$ cat config.mk
export PLATFORM = sky130hd
export DESIGN_NAME = pc_seq_unit
export DESIGN_NICKNAME = d
export VERILOG_FILES = /design/src/rtl/pc_seq_unit.sv
export SDC_FILE = /design/constraint.sdc
export NUM_CORES = 1
export LEC_CHECK = 0
export BUFFER_PORTS_ARGS = -buffer_cell sky130_fd_sc_hd__buf_2
export CAP_MARGIN = 40
export CELL_PAD_IN_SITES_DETAIL_PLACEMENT = 0
export CELL_PAD_IN_SITES_GLOBAL_PLACEMENT = 2
export CORE_ASPECT_RATIO = 1.5
export CORE_MARGIN = 2
export CORE_UTILIZATION = 25
export DETAILED_ROUTE_END_ITERATION = 8
export PLACE_DENSITY = 0.64
export SYNTH_ARGS = -nofsm -noshare
export SYNTH_HDL_FRONTEND = slang
export SYNTH_HIERARCHICAL = 1
export SYNTH_SLANG_ARGS = --single-unit
$ cat constraint.sdc
create_clock -name clk -period 2 [get_ports clk]
set_clock_uncertainty 0.1 [all_clocks]
set_input_delay 0.1 -clock clk [delete_from_list [all_inputs] [get_ports clk]]
set_output_delay 0.1 -clock clk [all_outputs]
set_load 0.05 [all_outputs]
$ cat src/rtl/pc_seq_unit.sv
// Program-counter unit: owns the PC register, next-PC select, misaligned-target trap
// and a one-entry buffer that keeps a redirect issued during a stall until the stall lifts.

module pc_seq_unit_chk #(
    parameter int unsigned          XLEN         = 32,
    parameter logic [XLEN-1:0]      RESET_VECTOR = 32'h0000_0000,
    parameter logic [XLEN-1:0]      TRAP_VECTOR  = 32'h0000_0100,
    parameter logic [XLEN-1:0]      ALIGN_MASK   = 32'h0000_0003
) (
    input logic            clk,
    input logic            rst_n,
    input logic [XLEN-1:0] pc_o,
    input logic            misalign_o
);
    a_vec_align: assert property (@(posedge clk)
        ((RESET_VECTOR & ALIGN_MASK) == '0) && ((TRAP_VECTOR & ALIGN_MASK) == '0));

    a_mis_trap: assert property (@(posedge clk) disable iff (!rst_n)
        misalign_o |-> (pc_o == TRAP_VECTOR));
endmodule

module pc_seq_unit #(
    parameter int unsigned     XLEN         = 32,
    parameter logic [XLEN-1:0] RESET_VECTOR = 32'h0000_0000,
    parameter logic [XLEN-1:0] TRAP_VECTOR  = 32'h0000_0100,
    parameter int unsigned     ALIGN_BITS   = 2
) (
    input  logic            clk,
    input  logic            rst_n,
    input  logic            stall,
    input  logic [1:0]      sel,
    input  logic [XLEN-1:0] alu_target,
    input  logic [XLEN-1:0] pc_imm,
    output logic [XLEN-1:0] pc_o,
    output logic [XLEN-1:0] pc4_o,
    output logic [XLEN-1:0] epc_o,
    output logic            misalign_o,
    output logic            hold_valid_o
);
    typedef enum logic [0:0] {ST_RUN = 1'b0, ST_HOLD = 1'b1} state_e;

    localparam logic [1:0]      SEL_REG    = 2'b00;
    localparam logic [1:0]      SEL_SEQ    = 2'b01;
    localparam logic [1:0]      SEL_REL    = 2'b10;
    localparam logic [XLEN-1:0] ALIGN_MASK = (XLEN'(32'd1) << ALIGN_BITS) - XLEN'(32'd1);

    state_e          state_q, state_d;
    logic [XLEN-1:0] pc_q, pc_d, epc_q, epc_d;
    logic            misalign_q, misalign_d, hold_valid_q;
    logic [XLEN-1:0] hold_tgt_q, hold_tgt_d, hold_pc_q, hold_pc_d;
    logic            hold_mis_q, hold_mis_d;
    logic [XLEN-1:0] pc4_s, target_s, take_tgt_s, take_pc_s;
    logic            mis_s, take_s, take_mis_s;

    // Only register and PC-relative targets can be misaligned; bit 0 is already cleared for JALR.
    function automatic logic is_misaligned(input logic [1:0] s, input logic [XLEN-1:0] t);
        logic redirect;
        redirect = (s == SEL_REG) || (s == SEL_REL);
        return redirect && ((t & ALIGN_MASK) != '0);
    endfunction

    // Candidate target for the current sel and its alignment status.
    always_comb begin
        pc4_s = pc_q + XLEN'(32'd4);
        case (sel)
            SEL_REG: target_s = alu_target & ~XLEN'(32'd1);
            SEL_SEQ: target_s = pc4_s;
            SEL_REL: target_s = pc_imm;
            default: target_s = TRAP_VECTOR;
        endcase
        mis_s = is_misaligned(sel, target_s);
    end

    // RUN/HOLD control: decides whether the PC moves this cycle and with which redirect.
    always_comb begin
        state_d    = state_q;
        hold_tgt_d = hold_tgt_q;
        hold_mis_d = hold_mis_q;
        hold_pc_d  = hold_pc_q;
        take_s     = 1'b0;
        take_tgt_s = target_s;
        take_mis_s = mis_s;
        take_pc_s  = pc_q;
        case (state_q)
            ST_RUN: begin
                if (!stall) begin
                    take_s = 1'b1;
                end else if (sel != SEL_SEQ) begin
                    hold_tgt_d = target_s;
                    hold_mis_d = mis_s;
                    hold_pc_d  = pc_q;
                    state_d    = ST_HOLD;
                end else begin
                    state_d = ST_RUN;
                end
            end
            ST_HOLD: begin
                if (!stall) begin
                    take_s     = 1'b1;
                    take_tgt_s = hold_tgt_q;
                    take_mis_s = hold_mis_q;
                    take_pc_s  = hold_pc_q;
                    hold_tgt_d = '0;
                    hold_mis_d = 1'b0;
                    hold_pc_d  = '0;
                    state_d    = ST_RUN;
                end else begin
                    state_d = ST_HOLD;
                end
            end
            default: state_d = ST_RUN;
        endcase
    end

    // Apply the chosen redirect; a misaligned one diverts to the trap vector.
    always_comb begin
        pc_d       = pc_q;
        epc_d      = epc_q;
        misalign_d = 1'b0;
        if (take_s) begin
            if (take_mis_s) begin
                pc_d       = TRAP_VECTOR;
                epc_d      = take_pc_s;
                misalign_d = 1'b1;
            end else begin
                pc_d = take_tgt_s;
            end
        end else begin
            pc_d = pc_q;
        end
    end

    // State and output registers.
    always_ff @(posedge clk or negedge rst_n) begin
        if (!rst_n) begin
            state_q      <= ST_RUN;
            pc_q         <= RESET_VECTOR;
            epc_q        <= '0;
            misalign_q   <= 1'b0;
            hold_valid_q <= 1'b0;
            hold_tgt_q   <= '0;
            hold_mis_q   <= 1'b0;
            hold_pc_q    <= '0;
        end else begin
            state_q      <= state_d;
            pc_q         <= pc_d;
            epc_q        <= epc_d;
            misalign_q   <= misalign_d;
            hold_valid_q <= (state_d == ST_HOLD);
            hold_tgt_q   <= hold_tgt_d;
            hold_mis_q   <= hold_mis_d;
            hold_pc_q    <= hold_pc_d;
        end
    end

    assign pc_o         = pc_q;
    assign pc4_o        = pc4_s;
    assign epc_o        = epc_q;
    assign misalign_o   = misalign_q;
    assign hold_valid_o = hold_valid_q;

    pc_seq_unit_chk #(
        .XLEN(XLEN), .RESET_VECTOR(RESET_VECTOR), .TRAP_VECTOR(TRAP_VECTOR), .ALIGN_MASK(ALIGN_MASK)
    ) u_chk (
        .clk(clk), .rst_n(rst_n), .pc_o(pc_q), .misalign_o(misalign_q)
    );
endmodule
==> qor.yml <==
critical_path:
  crit_chain: "and4_4 > nand3_4 > buf_6 > nor4_4 > xor2_4 > buf_12"
  worstPathArrival_ps: 2090
  critPathKind: "reg2out"
  cp_max_fo: 4
  startpoint_type: "register"
  cp_num_buf_inv: 2
  worst-r2r-setup-slack_ps: -90
  end_kind: "primary output"
  crit_slowest_cell: "dfrtp_2"
  r2r-end: "pc_o[8]"
  critical_path.max_stage_delay_ps: 380
  path_delay_family: "simple AND/OR/NAND/NOR gates"
  reg2reg_depth: 11
  r2r_start: "pc_o[3]"
  cp.required_ps: 1800
synth:
  yosysSeqAreaShare: 0.473
  synthesis.area_per_instance_um2: 9.88
  syn_inst: 702
  synth_area_mm2: 0.00694
  synth_top_area_cell: "dfrtp_1"
  synth.net_count: 772
  yosysUniqueCellTypes: 67
  ys.flop_type: "dfrtp_1"
  ys_seq_elements: 131
  async_flop_share: 1.00
  synth_edf_count: 0
  synth_top_area_frac: 0.473
  yosysWarnings: 6
  synth_area_leaders: "dfrtp_1 47%, mux2i_1 9.1%, nand2_1 5.6%"
worst_hold_path:
  min_path_type: "in2reg"
  min_from: "alu_target[12]"
  hold_path_end: "hold_tgt_q[12]"
  hold_path_depth: 5
pwr:
  p_per_area_mw_per_mm2: 932
  power_leakage_nw: 5.29
  p_int_mw: 6.39
  power_frac_clock: 0.334
  max-vdd-ir-drop_mv: 0.632
  seqPwrFrac: 0.321
  p_switching_mw: 3.89
  p_comb_frac: 0.345
  switching_share: 0.378
  power_mw: 10.3
sta:
  fmax_mhz: 438
  slew_headroom: 0.652
  fin_crit_sh: 1.14
  hold_viol_final: 0
  worst_pin_slew_ps: 521
  layout_setup_ws_ps: -285
  whs_ps: 10.1
  setup_viol: 27
  layout_min_cycle_time_ps: 2290
  drv_slew: 0
  rsz0062_at_grt: "true"
  setup_tns_ps: -4670
clock_network:
  cts_max_level: 4
  clkTransAtPathRegs_ps: 60
  cts-root-buf: "clkbuf_16"
  cts_tree: "built"
  insertion_delay_ps: 440
  clock_path_buffers: 2
  cts_buffers: 17
  cts_num_sinks: 131
detailed_routing:
  wl_mm: 26.4
  drc: 0
  viasPerCell: 4.80
  drt-pass1-iter-count: 5
  dr.first_iter.drc_count: 448
  detail_route.wl_per_cell_um: 19.7
  drtAntennaViolNets: 0
  vias: 6444
floorplanning:
  initial_core_util: 0.255
  die_x_um: 140
  rows: 74
  die_height_um: 208
  dieArea_mm2: 0.0291
  coreArea_mm2: 0.0272
  ios: 167
finish:
  layoutNonFillerInstCount: 1343
  fillers: 2733
  final_layout_size_suffix_gt1_frac: 0.441
  multi_input_comb_area_mm2: 0.00402
  post-route-util: 0.405
  antennaDiodeCount: 0
  area_delta_synth_final_pct: 59.2
  fin_nets: 1058
  area.sequential_mm2: 0.00331
global_routing:
  grt_first_pass_wirelength_mm: 41.3
  gr-total-overflow: 0
  antenna_found_initial: 0
  track_usage: 0.186
  grt_pass1_vias: 6789
  grt_max_degree: 66
outcome:
  status: "complete, but fails checks"
  violations: "negative setup slack"
placement:
  dp.final_hpwl_mm: 19.0
  dpl.cell_count: 1245
  gp_congestion: 0.845
  portBuffers: 165
run:
  drv_cap: 0
through the flow:
step | instance area (µm²) | setup WS [ps]
after floorplan | 7510 | -316
after global placement | 9400 | -106
after detailed placement | 9400 | -125
after CTS | 10800 | -339
after global routing | 11000 | -379
final | 11000 | -285
how the worst max path moves through the flow:
| stage | from | to | slack [ps] | cells past startpoint |
|---|---|---|---|---|
| 2_1_floorplan | pc_o[11] | pc_o[30] | -320 | 8 |
| 3_3_place_gp | pc_o[3] | pc4_o[24] | -110 | 6 |
| 3_5_place_dp | pc_o[3] | pc4_o[24] | -130 | 6 |
| 4_1_cts | pc_o[13] | pc4_o[28] | -340 | 6 |
| 5_1_grt | pc_o[3] | pc4_o[24] | -380 | 6 |
| 6_report | pc_o[10] | pc4_o[28] | -290 | 6 |
kinds of logic after synthesis:
logic type | Yosys count | share of synthesized area
fa+ha+maj | 1 | 0.00180
mux | 69 | 0.101
buf+inv | 74 | 0.0547
compound gates | 195 | 0.192
flops | 131 | 0.473
simple gates | 206 | 0.145
xor+xnor | 26 | 0.0339
cell usage after synthesis, drive strengths merged, types with 7 or more instances:
cell,instances
inv,10
nand2,103
nor3,14
a21o,9
nand4,12
xnor2,16
mux2i,63
nand3,15
nor2,32
buf,43
o221ai,9
clkbuf,20
xor2,10
a22o,39
o21ai,81
dfrtp,131
a21oi,19
and4,7
metal layers:
layer,vias to the layer above,global-route usage,part of all wire
li1,3103,-,-
met1,3183,0.235,0.43
met2,133,0.327,0.52
met3,25,0.0318,0.030
met4,0,0.0479,0.014
met5,-,0,0
registers in the layout, summed over array words and instances (netlist names):
| signal | count |
|---|---|
| hold_valid_o | 1 |
| pc_o | 32 |
| hold_pc_q | 32 |
| hold_mis_q | 1 |
| hold_tgt_q | 32 |
| misalign_o | 1 |
| epc_o | 32 |
power groups by stage:
stage / clock [mW] / combinational [mW] / sequential, mW
5_1_grt: 3.64 / 3.77 / 3.36
3_5_place_dp: 0 / 3.35 / 3.35
6_report: 3.44 / 3.54 / 3.30
4_1_cts: 3.53 / 3.54 / 3.31
3_3_place_gp: 0 / 3.34 / 3.34
2_1_floorplan: 0 / 1.37 / 4.19
worst register-to-register path: cells and delay by family, from the launching register on:
| family | cells | cell delay [ps] |
|---|---|---|
| and+or+nand+nor | 2 | 310 |
| adders and majority gates | 1 | 170 |
| xor gates and xnor gates | 1 | 140 |
| AOI/OAI and AO/OA | 2 | 280 |
| buffers and inverters | 5 | 570 |
| DFF | 1 | 400 |
layout make-up:
cell class | instances | area share
Multi-Input combinational cell | 497 | 0.364
Sequential cell | 131 | 0.300
Timing Repair Buffer | 330 | 0.236
Clock buffer | 18 | 0.0398
Tap cell | 342 | 0.0388
Clock inverter | 14 | 0.0180
Inverter | 11 | 0.00374
timing repair:
action                                 CTS  global route
gates resized for setup                 76            23
endpoints found under the hold margin  148             0
hold buffers                            33             0
setup endpoints to repair               33            30
pin swaps                               26            22
buffers inserted                        19            16
layout by cell type (no fill, tap or decap), drive strengths merged, types with 16 or more instances in the layout:
master / netlist / final
mux2i: 63 / 63
a21oi: 19 / 19
nor2: 32 / 32
buf: 43 / 297
dlygate4sd3: 0 / 33
o21ai: 81 / 81
clkbuf: 20 / 18
a22o: 39 / 39
xnor2: 16 / 16
nand2: 103 / 103
dfrtp: 131 / 131
No activity file was read; power rests on OpenSTA's default activity.
